**src/rtl/lock_access_controller_pkg.sv**
```systemverilog
// lock_access_controller_pkg: shared state type, counter widths and default code for the two-button lock.
package lock_ctrl_pkg;
  typedef enum logic [1:0] {ENTRY, OPEN, LOCKOUT, PROGRAM} lock_state_e;
  localparam int CNT_W = 5;
  localparam int TIMER_W = 16;
  localparam logic [15:0] LOCK_DEFAULT_CODE = 16'b01011;
endpackage

```
**src/rtl/lock_access_controller_if.sv**
```systemverilog
// lock_access_controller_if: button inputs and lock status outputs between debounce logic and actuator.
interface lock_access_controller_if #(
  parameter int MAX_FAILS = 3
) ();
  logic b0;
  logic b1;
  logic prog_req;
  logic unlock;
  logic lockout;
  logic prog_mode;
  logic [$clog2(MAX_FAILS+1)-1:0] fail_cnt;
  modport master (output b0, b1, prog_req, input unlock, lockout, prog_mode, fail_cnt);
  modport slave (input b0, b1, prog_req, output unlock, lockout, prog_mode, fail_cnt);
endinterface

```
**src/rtl/lock_access_controller_timer.sv**
```systemverilog
// lock_cycle_timer: loadable down counter that holds at zero and flags it.
module lock_cycle_timer
  import lock_ctrl_pkg::*;
(
  input  logic               clk,
  input  logic               rst,
  input  logic               load_i,
  input  logic [TIMER_W-1:0] load_val_i,
  output logic               zero_o
);
  logic [TIMER_W-1:0] value_q;
  always_ff @(posedge clk) begin
    if (rst) value_q <= '0;
    else if (load_i) value_q <= load_val_i;
    else if (value_q != '0) value_q <= value_q - TIMER_W'(1);
  end
  assign zero_o = value_q == '0;
endmodule

```
**src/rtl/lock_access_controller.sv**
```systemverilog
// lock_access_controller: serial code entry, timed unlock, fail lockout and code reprogramming.
// Define LOCK_ENTRY_TIMEOUT_EN to discard partial entries after ENTRY_TIMEOUT idle cycles.
module lock_access_controller
  import lock_ctrl_pkg::*;
#(
  parameter int                 CODE_LEN       = 5,
  parameter logic [CODE_LEN-1:0] DEFAULT_CODE  = CODE_LEN'(LOCK_DEFAULT_CODE),
  parameter int                 UNLOCK_CYCLES  = 4,
  parameter int                 MAX_FAILS      = 3,
  parameter int                 LOCKOUT_CYCLES = 8,
  parameter int                 ENTRY_TIMEOUT  = 16
) (
  input  logic                      clk,
  input  logic                      reset,
  lock_access_controller_if.slave   bus
);
  localparam int FW = $clog2(MAX_FAILS + 1);
  lock_state_e          state_q;
  logic [CODE_LEN-1:0]  code_q, entry_q, entry_d;
  logic [CNT_W-1:0]     cnt_q;
  logic [FW-1:0]        fail_q;
  logic                 unlock_q, lockout_q, prog_q;
  logic                 dig, abort, last, match, win_load, win_zero, idle_to;
  logic [TIMER_W-1:0]   win_val;
  always_comb begin
    dig      = bus.b0 ^ bus.b1;
    abort    = bus.b0 & bus.b1;
    entry_d  = CODE_LEN'({entry_q, bus.b1});
    last     = cnt_q == CNT_W'(CODE_LEN - 1);
    match    = entry_d == code_q;
    win_load = state_q == ENTRY && dig && last;
    win_val  = match ? TIMER_W'(UNLOCK_CYCLES - 1) : TIMER_W'(LOCKOUT_CYCLES - 1);
  end
  // One timer serves both the unlock and the lockout window; they never overlap.
  lock_cycle_timer u_win (
    .clk        (clk),
    .rst        (reset),
    .load_i     (win_load),
    .load_val_i (win_val),
    .zero_o     (win_zero)
  );
`ifdef LOCK_ENTRY_TIMEOUT_EN
  logic idle_zero, in_entry;
  assign in_entry = state_q == ENTRY || state_q == PROGRAM;
  lock_cycle_timer u_idle (
    .clk        (clk),
    .rst        (reset),
    .load_i     (in_entry && dig),
    .load_val_i (TIMER_W'(ENTRY_TIMEOUT - 1)),
    .zero_o     (idle_zero)
  );
  assign idle_to = in_entry && cnt_q != '0 && !bus.b0 && !bus.b1 && idle_zero;
`else
  logic unused_timeout;
  assign idle_to        = 1'b0;
  assign unused_timeout = ^ENTRY_TIMEOUT;
`endif
  always_ff @(posedge clk) begin
    if (reset) begin
      state_q   <= ENTRY;
      code_q    <= DEFAULT_CODE;
      entry_q   <= '0;
      cnt_q     <= '0;
      fail_q    <= '0;
      unlock_q  <= 1'b0;
      lockout_q <= 1'b0;
      prog_q    <= 1'b0;
    end else begin
      case (state_q)
        ENTRY: begin
          if (abort || idle_to) begin
            entry_q <= '0;
            cnt_q   <= '0;
          end else if (dig && last) begin
            entry_q <= '0;
            cnt_q   <= '0;
            if (match) begin
              state_q  <= OPEN;
              unlock_q <= 1'b1;
              fail_q   <= '0;
            end else if (fail_q == FW'(MAX_FAILS - 1)) begin
              state_q   <= LOCKOUT;
              lockout_q <= 1'b1;
              fail_q    <= FW'(MAX_FAILS);
            end else fail_q <= fail_q + FW'(1);
          end else if (dig) begin
            entry_q <= entry_d;
            cnt_q   <= cnt_q + CNT_W'(1);
          end
        end
        OPEN: begin
          if (bus.prog_req) begin
            state_q  <= PROGRAM;
            unlock_q <= 1'b0;
            prog_q   <= 1'b1;
            entry_q  <= '0;
            cnt_q    <= '0;
          end else if (win_zero) begin
            state_q  <= ENTRY;
            unlock_q <= 1'b0;
          end
        end
        LOCKOUT: begin
          if (win_zero) begin
            state_q   <= ENTRY;
            lockout_q <= 1'b0;
            fail_q    <= '0;
          end
        end
        PROGRAM: begin
          if (abort || idle_to || (dig && last)) begin
            state_q <= ENTRY;
            prog_q  <= 1'b0;
            entry_q <= '0;
            cnt_q   <= '0;
            if (dig) code_q <= entry_d;
          end else if (dig) begin
            entry_q <= entry_d;
            cnt_q   <= cnt_q + CNT_W'(1);
          end
        end
        default: state_q <= ENTRY;
      endcase
    end
  end
  assign bus.unlock    = unlock_q;
  assign bus.lockout   = lockout_q;
  assign bus.prog_mode = prog_q;
  assign bus.fail_cnt  = fail_q;
endmodule

```
**src/flat_wrapper.sv**
```systemverilog
// flat-port wrapper written by rule: the top's interface ports become plain ports
module lock_access_controller_flat import lock_ctrl_pkg::*;
#(
  parameter int                 CODE_LEN       = 5,
  parameter logic [CODE_LEN-1:0] DEFAULT_CODE  = CODE_LEN'(LOCK_DEFAULT_CODE),
  parameter int                 UNLOCK_CYCLES  = 4,
  parameter int                 MAX_FAILS      = 3,
  parameter int                 LOCKOUT_CYCLES = 8,
  parameter int                 ENTRY_TIMEOUT  = 16
)
  (clk, reset, bus_b0, bus_b1, bus_prog_req, bus_unlock, bus_lockout, bus_prog_mode, bus_fail_cnt);
  lock_access_controller_if #(.MAX_FAILS(MAX_FAILS)) bus_i ();
  input  logic clk;
  input  logic reset;
  input wire logic [$bits(bus_i.b0)-1:0] bus_b0;
  input wire logic [$bits(bus_i.b1)-1:0] bus_b1;
  input wire logic [$bits(bus_i.prog_req)-1:0] bus_prog_req;
  output wire logic [$bits(bus_i.unlock)-1:0] bus_unlock;
  output wire logic [$bits(bus_i.lockout)-1:0] bus_lockout;
  output wire logic [$bits(bus_i.prog_mode)-1:0] bus_prog_mode;
  output wire logic [$bits(bus_i.fail_cnt)-1:0] bus_fail_cnt;
  assign bus_i.b0 = bus_b0;
  assign bus_i.b1 = bus_b1;
  assign bus_i.prog_req = bus_prog_req;
  assign bus_unlock = bus_i.unlock;
  assign bus_lockout = bus_i.lockout;
  assign bus_prog_mode = bus_i.prog_mode;
  assign bus_fail_cnt = bus_i.fail_cnt;
  lock_access_controller #(.CODE_LEN(CODE_LEN), .DEFAULT_CODE(DEFAULT_CODE), .UNLOCK_CYCLES(UNLOCK_CYCLES), .MAX_FAILS(MAX_FAILS), .LOCKOUT_CYCLES(LOCKOUT_CYCLES), .ENTRY_TIMEOUT(ENTRY_TIMEOUT)) u_core (.clk(clk), .reset(reset), .bus(bus_i));
endmodule
```
**config.mk**
```make
export PLATFORM = sky130hd
export DESIGN_NAME = lock_access_controller_flat
export DESIGN_NICKNAME = d
export VERILOG_FILES = /design/src/rtl/lock_access_controller_pkg.sv /design/src/rtl/lock_access_controller_if.sv /design/src/rtl/lock_access_controller_timer.sv /design/src/rtl/lock_access_controller.sv /design/src/flat_wrapper.sv
export SDC_FILE = /design/constraint.sdc
export NUM_CORES = 1
export LEC_CHECK = 0
export BUFFER_PORTS_ARGS = -buffer_cell sky130_fd_sc_hd__buf_4
export CORE_MARGIN = 1.5
export CORE_UTILIZATION = 30
export DETAILED_ROUTE_END_ITERATION = 16
export SLEW_MARGIN = 20
export SYNTH_ARGS = -nofsm -noshare
export SYNTH_HDL_FRONTEND = slang
export SYNTH_SLANG_ARGS = --single-unit
```
**constraint.sdc**
```tcl
create_clock -name clk -period 2 [get_ports clk]
set_input_delay 0.1 -clock clk [delete_from_list [all_inputs] [get_ports clk]]
set_output_delay 0.1 -clock clk [all_outputs]
set_load 0.02 [all_outputs]
```
==> results of run 1 <==
repair_timing:
| action | CTS | global route |
|---|---|---|
| hold buffers | 0 | 0 |
| setup endpoints to repair | 0 | 1 |
| setup buffers | 0 | 0 |
| resized for setup | 0 | 1 |
routing by layer:
metal / global-route usage (%) / up-vias / routed length (um)
li1: - / 793 / -
met1: 15.26 / 692 / 1789
met2: 19.42 / 18 / 1633
met3: 3.483 / 6 / 102
met4: 4.138 / 0 / 44
met5: 0 / - / 0
layout by cell type, fill, tap and decap left out, types with 2 or more instances in the layout:
master    netlist  final
nand4_1         9      9
xor2_1         18     18
dfxtp_1        37     37
a31o_2          2      2
ha_1            6      6
nor3_1          9      9
mux2i_1         2      2
nor4_1          3      3
buf_4           0     14
nor2b_1         2      2
a31oi_1         4      4
clkinv_2        0      2
inv_1          11     11
clkbuf_8        0      5
o21ai_0         3      3
o211ai_1        3      3
nor2_1         36     36
nand3_1         6      6
and2_1          2      2
xnor2_1         4      4
and3b_1         2      2
nand2b_1        3      3
nand3b_1        2      2
a21oi_1        14     14
nand2_1        19     19
power by group:
part / switching, uW / internal, uW / total [uW]
Clock: 252 / 241 / 494
Combinational: 558 / 472 / 1030
Sequential: 179 / 888 / 1070
through the flow:
stage	power (uW)	hold WS, ns	utilization, %
global placement	2077	0.3856	33.76
finish	2591	0.09211	35.25
floorplan	1869	0.2360	-
CTS	2606	0.08492	35.16
detailed placement	2098	0.3914	33.76
global route	2819	0.09975	35.25
final timing paths:
check                    startpoint  slack (ns)                 to
hold / removal               bus_b1        0.09  u_core.entry_q[0]
setup / recovery    u_core.cnt_q[0]        0.23  u_core.entry_q[3]
setup reg to reg    u_core.cnt_q[0]        0.23  u_core.entry_q[3]
hold reg to reg   u_core.entry_q[3]        0.49  u_core.entry_q[3]
worst register-to-register path, delay by kind of cell, from the launching register on:
family | cells | cell delay [ns]
buf+inv | 1 | 0.06
flops | 1 | 0.40
simple gates | 1 | 0.19
compound gates | 4 | 0.87
fa+ha+maj | 1 | 0.19
synthesized netlist by cell type, types with 3 or more instances:
master / n
a21oi_1: 14
xor2_1: 18
o21ai_0: 3
a31oi_1: 4
nor3_1: 9
nand2_1: 19
ha_1: 6
nor4_1: 3
clkbuf_1: 5
o211ai_1: 3
nand2b_1: 3
nand3_1: 6
inv_1: 11
nor2_1: 36
nand4_1: 9
xnor2_1: 4
dfxtp_1: 37
flip-flops by register name, indices dropped and copies added (netlist names):
| register | cells |
|---|---|
| u_core.u_win.value_q | 16 |
| u_core.cnt_q | 5 |
| u_core.code_q | 5 |
| u_core.entry_q | 4 |
| u_core.bus.fail_cnt | 2 |
| u_core.state_q | 2 |
| u_core.bus.lockout | 1 |
| u_core.bus.prog_mode | 1 |
| u_core.bus.unlock | 1 |
logic make-up (layout without fill, tap and decap cells):
kind of cell,count (synthesis),count (layout)
muxes,2,2
AOI/OAI and AO/OA,32,32
adders and majority gates,6,6
xor gates and xnor gates,22,22
and+or+nand+nor,103,103
DFF,37,37
buffers and inverters,18,33
layout make-up:
class	instances	share of cell area, %
clock buffers	6	3.498
clock inverters	2	0.4825
inverters	11	1.990
multi-input cells	165	48.73
flip-flops and latches	37	35.71
well taps	75	4.524
repair buffers	14	5.066
==> reports/qor.yml, run 1 <==
yosys_warnings: 0
post-route-cell-area_um2: 2074
leakage_uw: 0.0008257
synth_area_leaders: "dfxtp_1, xor2_1, nor2_1"
nNetsFinal: 245
final_cell_count_no_fill: 310
vias: 1509
regArea_um2: 740.7
min_period_ns: 1.772
multi_input_area_um2: 1011
cts_tree: "done"
drc: 0
syn_nets: 231
fin_skew_ns: 0.009940
clock_sinks: 37
ys_ff_latch: 37
power_density_nw_per_um2: 1249
numCtsBuffers: 5
crit_path_cell_trace: "inv_1, ha_1, and3b_1, a21o_1, o21ai_0, o211ai_1, a21oi_1"
synth_fa_ha_area_share_pct: 4.132
rsz0062_at_grt: "false"
clk_pin_slew_ns: 0.07
syn_area_um2: 1817
path_delay_family: "compound AO/OA/AOI/OAI gates"
async_flop_share_pct: 0
place.gp.congestion: 0.8910
max_slew_margin_pct: 48.52
setup_viol: 0
antenna_cells: 0
crit_type: "flop to flop"
first_iter_violations: 41
die_h_um: 80.82
crit_slowest_cell: "dfxtp_1"
cts_root_buf: "clkbuf_8"
netlist.area_leader.share_pct: 40.77
area_growth_pct: 14.19
synth_top_family_by_area: "simple AND/OR/NAND/NOR gates"
antenna_found_initial: 0
path_buf_inv: 1
grt_pass1_vias: 1377
r2r_cells: 7
synthesis.instances: 220
timing.final.hold_violations: 0
synth-simple-area-share_pct: 28.37
maxCapViolCount: 0
antenna_left: 0
crit_cells: 7
status: "complete, no violations"
grt_start_max_net_pins: 19
cpPeakStageDelay_ns: 0.40
timing.final.ws_setup_ns: 0.2275
cp-start-kind: "flop"
peakVddDrop_mv: 0.5341
die_w_um: 80.82
place_area_um2: 1987
synth_top_cell_by_area: "dfxtp_1"
dp_hpwl_um: 2632
drt-total-wl_um: 3569
arrival_ns: 1.97
synth_ff_type: "dfxtp_1"
grt_usage_pct: 12.02
setup_tns_ns: 0
place_inst: 302
firstDrtPassIters: 4
crit_fanout: 9
required_ns: 2.20
synth_compound_area_share_pct: 11.16
min_path_cells: 3
end_kind: "flop"
worstMarginPinSlew_ns: 0.7689
fillers: 618
hold_path_class: "primary input to flop"
coreArea_um2: 5886
grt_pass1_wl_um: 6154
slew_violations: 0
synth_edf_count: 0
dieArea_um2: 6532
seq_area_frac_synth_pct: 40.77
clockBufferDepth: 2
io_pins: 10
htree_levels: 2
muxShareOfSynthArea_pct: 1.102
wl_per_cell_um: 11.51
drive_above_1_share_pct: 11.06
clock_latency_ns: 0.28
rows: 28
overflow: 0
pre_cts_slack_ns: 0.2086
synth_xor_area_share_pct: 10.61
synth_cell_types: 39
viasPerCell: 4.868
synth_area_per_cell_um2: 8.258
fin_crit_sh_pct: 88.62
fmax_mhz: 564.2
io_buffers: 9
initial_utilization_pct: 30.87
No activity file was read; power rests on OpenSTA's default activity.
==> inputs of run 2 (changes only) <==
CELL_PAD_IN_SITES_DETAIL_PLACEMENT = 1   (was not set)
CELL_PAD_IN_SITES_GLOBAL_PLACEMENT = 2   (was not set)
PLACE_DENSITY_LB_ADDON = 0.1   (was not set)
==> reports/qor.yml, run 2 (same netlist as run 1, synthesis figures left out) <==
min_path_cells: 3
fmax_mhz: 560.5
grt_pass1_vias: 1646
grt_usage_pct: 15.85
antenna_cells: 0
max_slew_margin_pct: 50.83
numCtsBuffers: 5
layout.cells.most_common: "dfxtp_1"
slew_violations: 0
drive_above_1_share_pct: 12.97
io_pins: 10
io_buffers: 9
htree_levels: 2
cts_root_buf: "clkbuf_8"
coreArea_um2: 5886
timing.final.hold_violations: 0
initial_utilization_pct: 30.87
post-route-cell-area_um2: 2111
regMostFlops: "u_core.u_win.value_q"
fin_crit_sh_pct: 89.21
die_w_um: 80.82
antenna_found_initial: 0
place.gp.congestion: 0.8320
cts_hold_buf: 0
first_iter_violations: 67
peakVddDrop_mv: 0.3975
leakage_uw: 0.0008445
place_area_um2: 2017
area_growth_pct: 16.18
min_period_ns: 1.784
cts_tree: "done"
crit_type: "flop to flop"
drc: 0
hold_path_class: "primary input to flop"
dieArea_um2: 6532
worstMarginPinSlew_ns: 0.7343
power_density_nw_per_um2: 1320
setup_viol: 0
crit_fanout: 9
cp-start-kind: "flop"
setup_tns_ns: 0
antenna_left: 0
clockBufferDepth: 2
dp_hpwl_um: 3456
top_regs: "u_core.u_win.value_q (16), u_core.cnt_q (5), u_core.code_q (5)"
largest_register_ffs: 16
most-common-layout-cells: "dfxtp_1, nor2_1, nand2_1, xor2_1, buf_4"
clk_pin_slew_ns: 0.08
wl_per_cell_um: 14.55
grt_start_max_net_pins: 19
fin_skew_ns: 0.004817
clock_latency_ns: 0.29
maxCapViolCount: 0
arrival_ns: 2.00
drt-total-wl_um: 4569
clock_sinks: 37
grt_pass1_wl_um: 7893
overflow: 0
viasPerCell: 5.057
rsz0062_at_grt: "false"
required_ns: 2.21
fillers: 716
firstDrtPassIters: 4
vias: 1588
die_h_um: 80.82
rows: 28
end_kind: "flop"
nNetsFinal: 249
status: "complete, no violations"
hold_ws_ns: 0.09240
r2r_cells: 7
## run 2: metal layers
layer,track usage [%],vias up,routed length (um)
met5,0,-,0
met4,5.862,0,61
met3,3.933,5,94
met2,25.33,9,2210
met1,20.56,776,2202
li1,-,798,-
## run 2: cell type report
class	instances	area (um^2)	area share, %
multi-input cells	165	1017	48.19
flip-flops and latches	37	740.7	35.09
repair buffers	18	135.1	6.402
well taps	75	93.84	4.446
clock buffers	6	72.57	3.438
inverters	11	41.29	1.956
clock inverters	2	10.01	0.4742
## run 2: report_power, final
group          internal (uW)  switching, uW  total (uW)
Combinational            571            620        1190
Clock                    242            278         520
Sequential               888            186        1070
## run 2: worst paths after layout
check,start,to,slack (ns)
worst max-delay path,u_core.cnt_q[0],u_core.cnt_q[1],0.22
worst min-delay path,bus_b1,u_core.entry_q[0],0.09
worst max register to register,u_core.cnt_q[0],u_core.cnt_q[1],0.22
worst min register to register,u_core.entry_q[3],u_core.entry_q[3],0.50
## run 2: worst max-delay path, cell delays in order (launching register included)
cell and delay (ns):
dfxtp_1 0.40, inv_1 0.06, ha_1 0.19, and3b_1 0.19, a21o_1 0.22, o21ai_0 0.09, o211ai_1 0.32, a21oi_1 0.23
## run 2: what timing repair did
item,CTS,global route
buffers inserted,0,0
setup endpoints to repair,0,10
hold endpoints to repair,0,0
resized for setup,0,2
## run 2: stage by stage
step | utilization [%] | std cells | total power [uW] | worst slack, ns
after detailed placement | 34.27 | 306 | 2269 | 0.1197
final | 35.86 | 314 | 2786 | 0.2158
after global placement | 34.27 | 306 | 2218 | 0.2296
after CTS | 35.67 | 314 | 2804 | 0.1062
after floorplan | - | 220 | 1869 | 0.3939
after global routing | 35.86 | 314 | 3029 | 0.02166
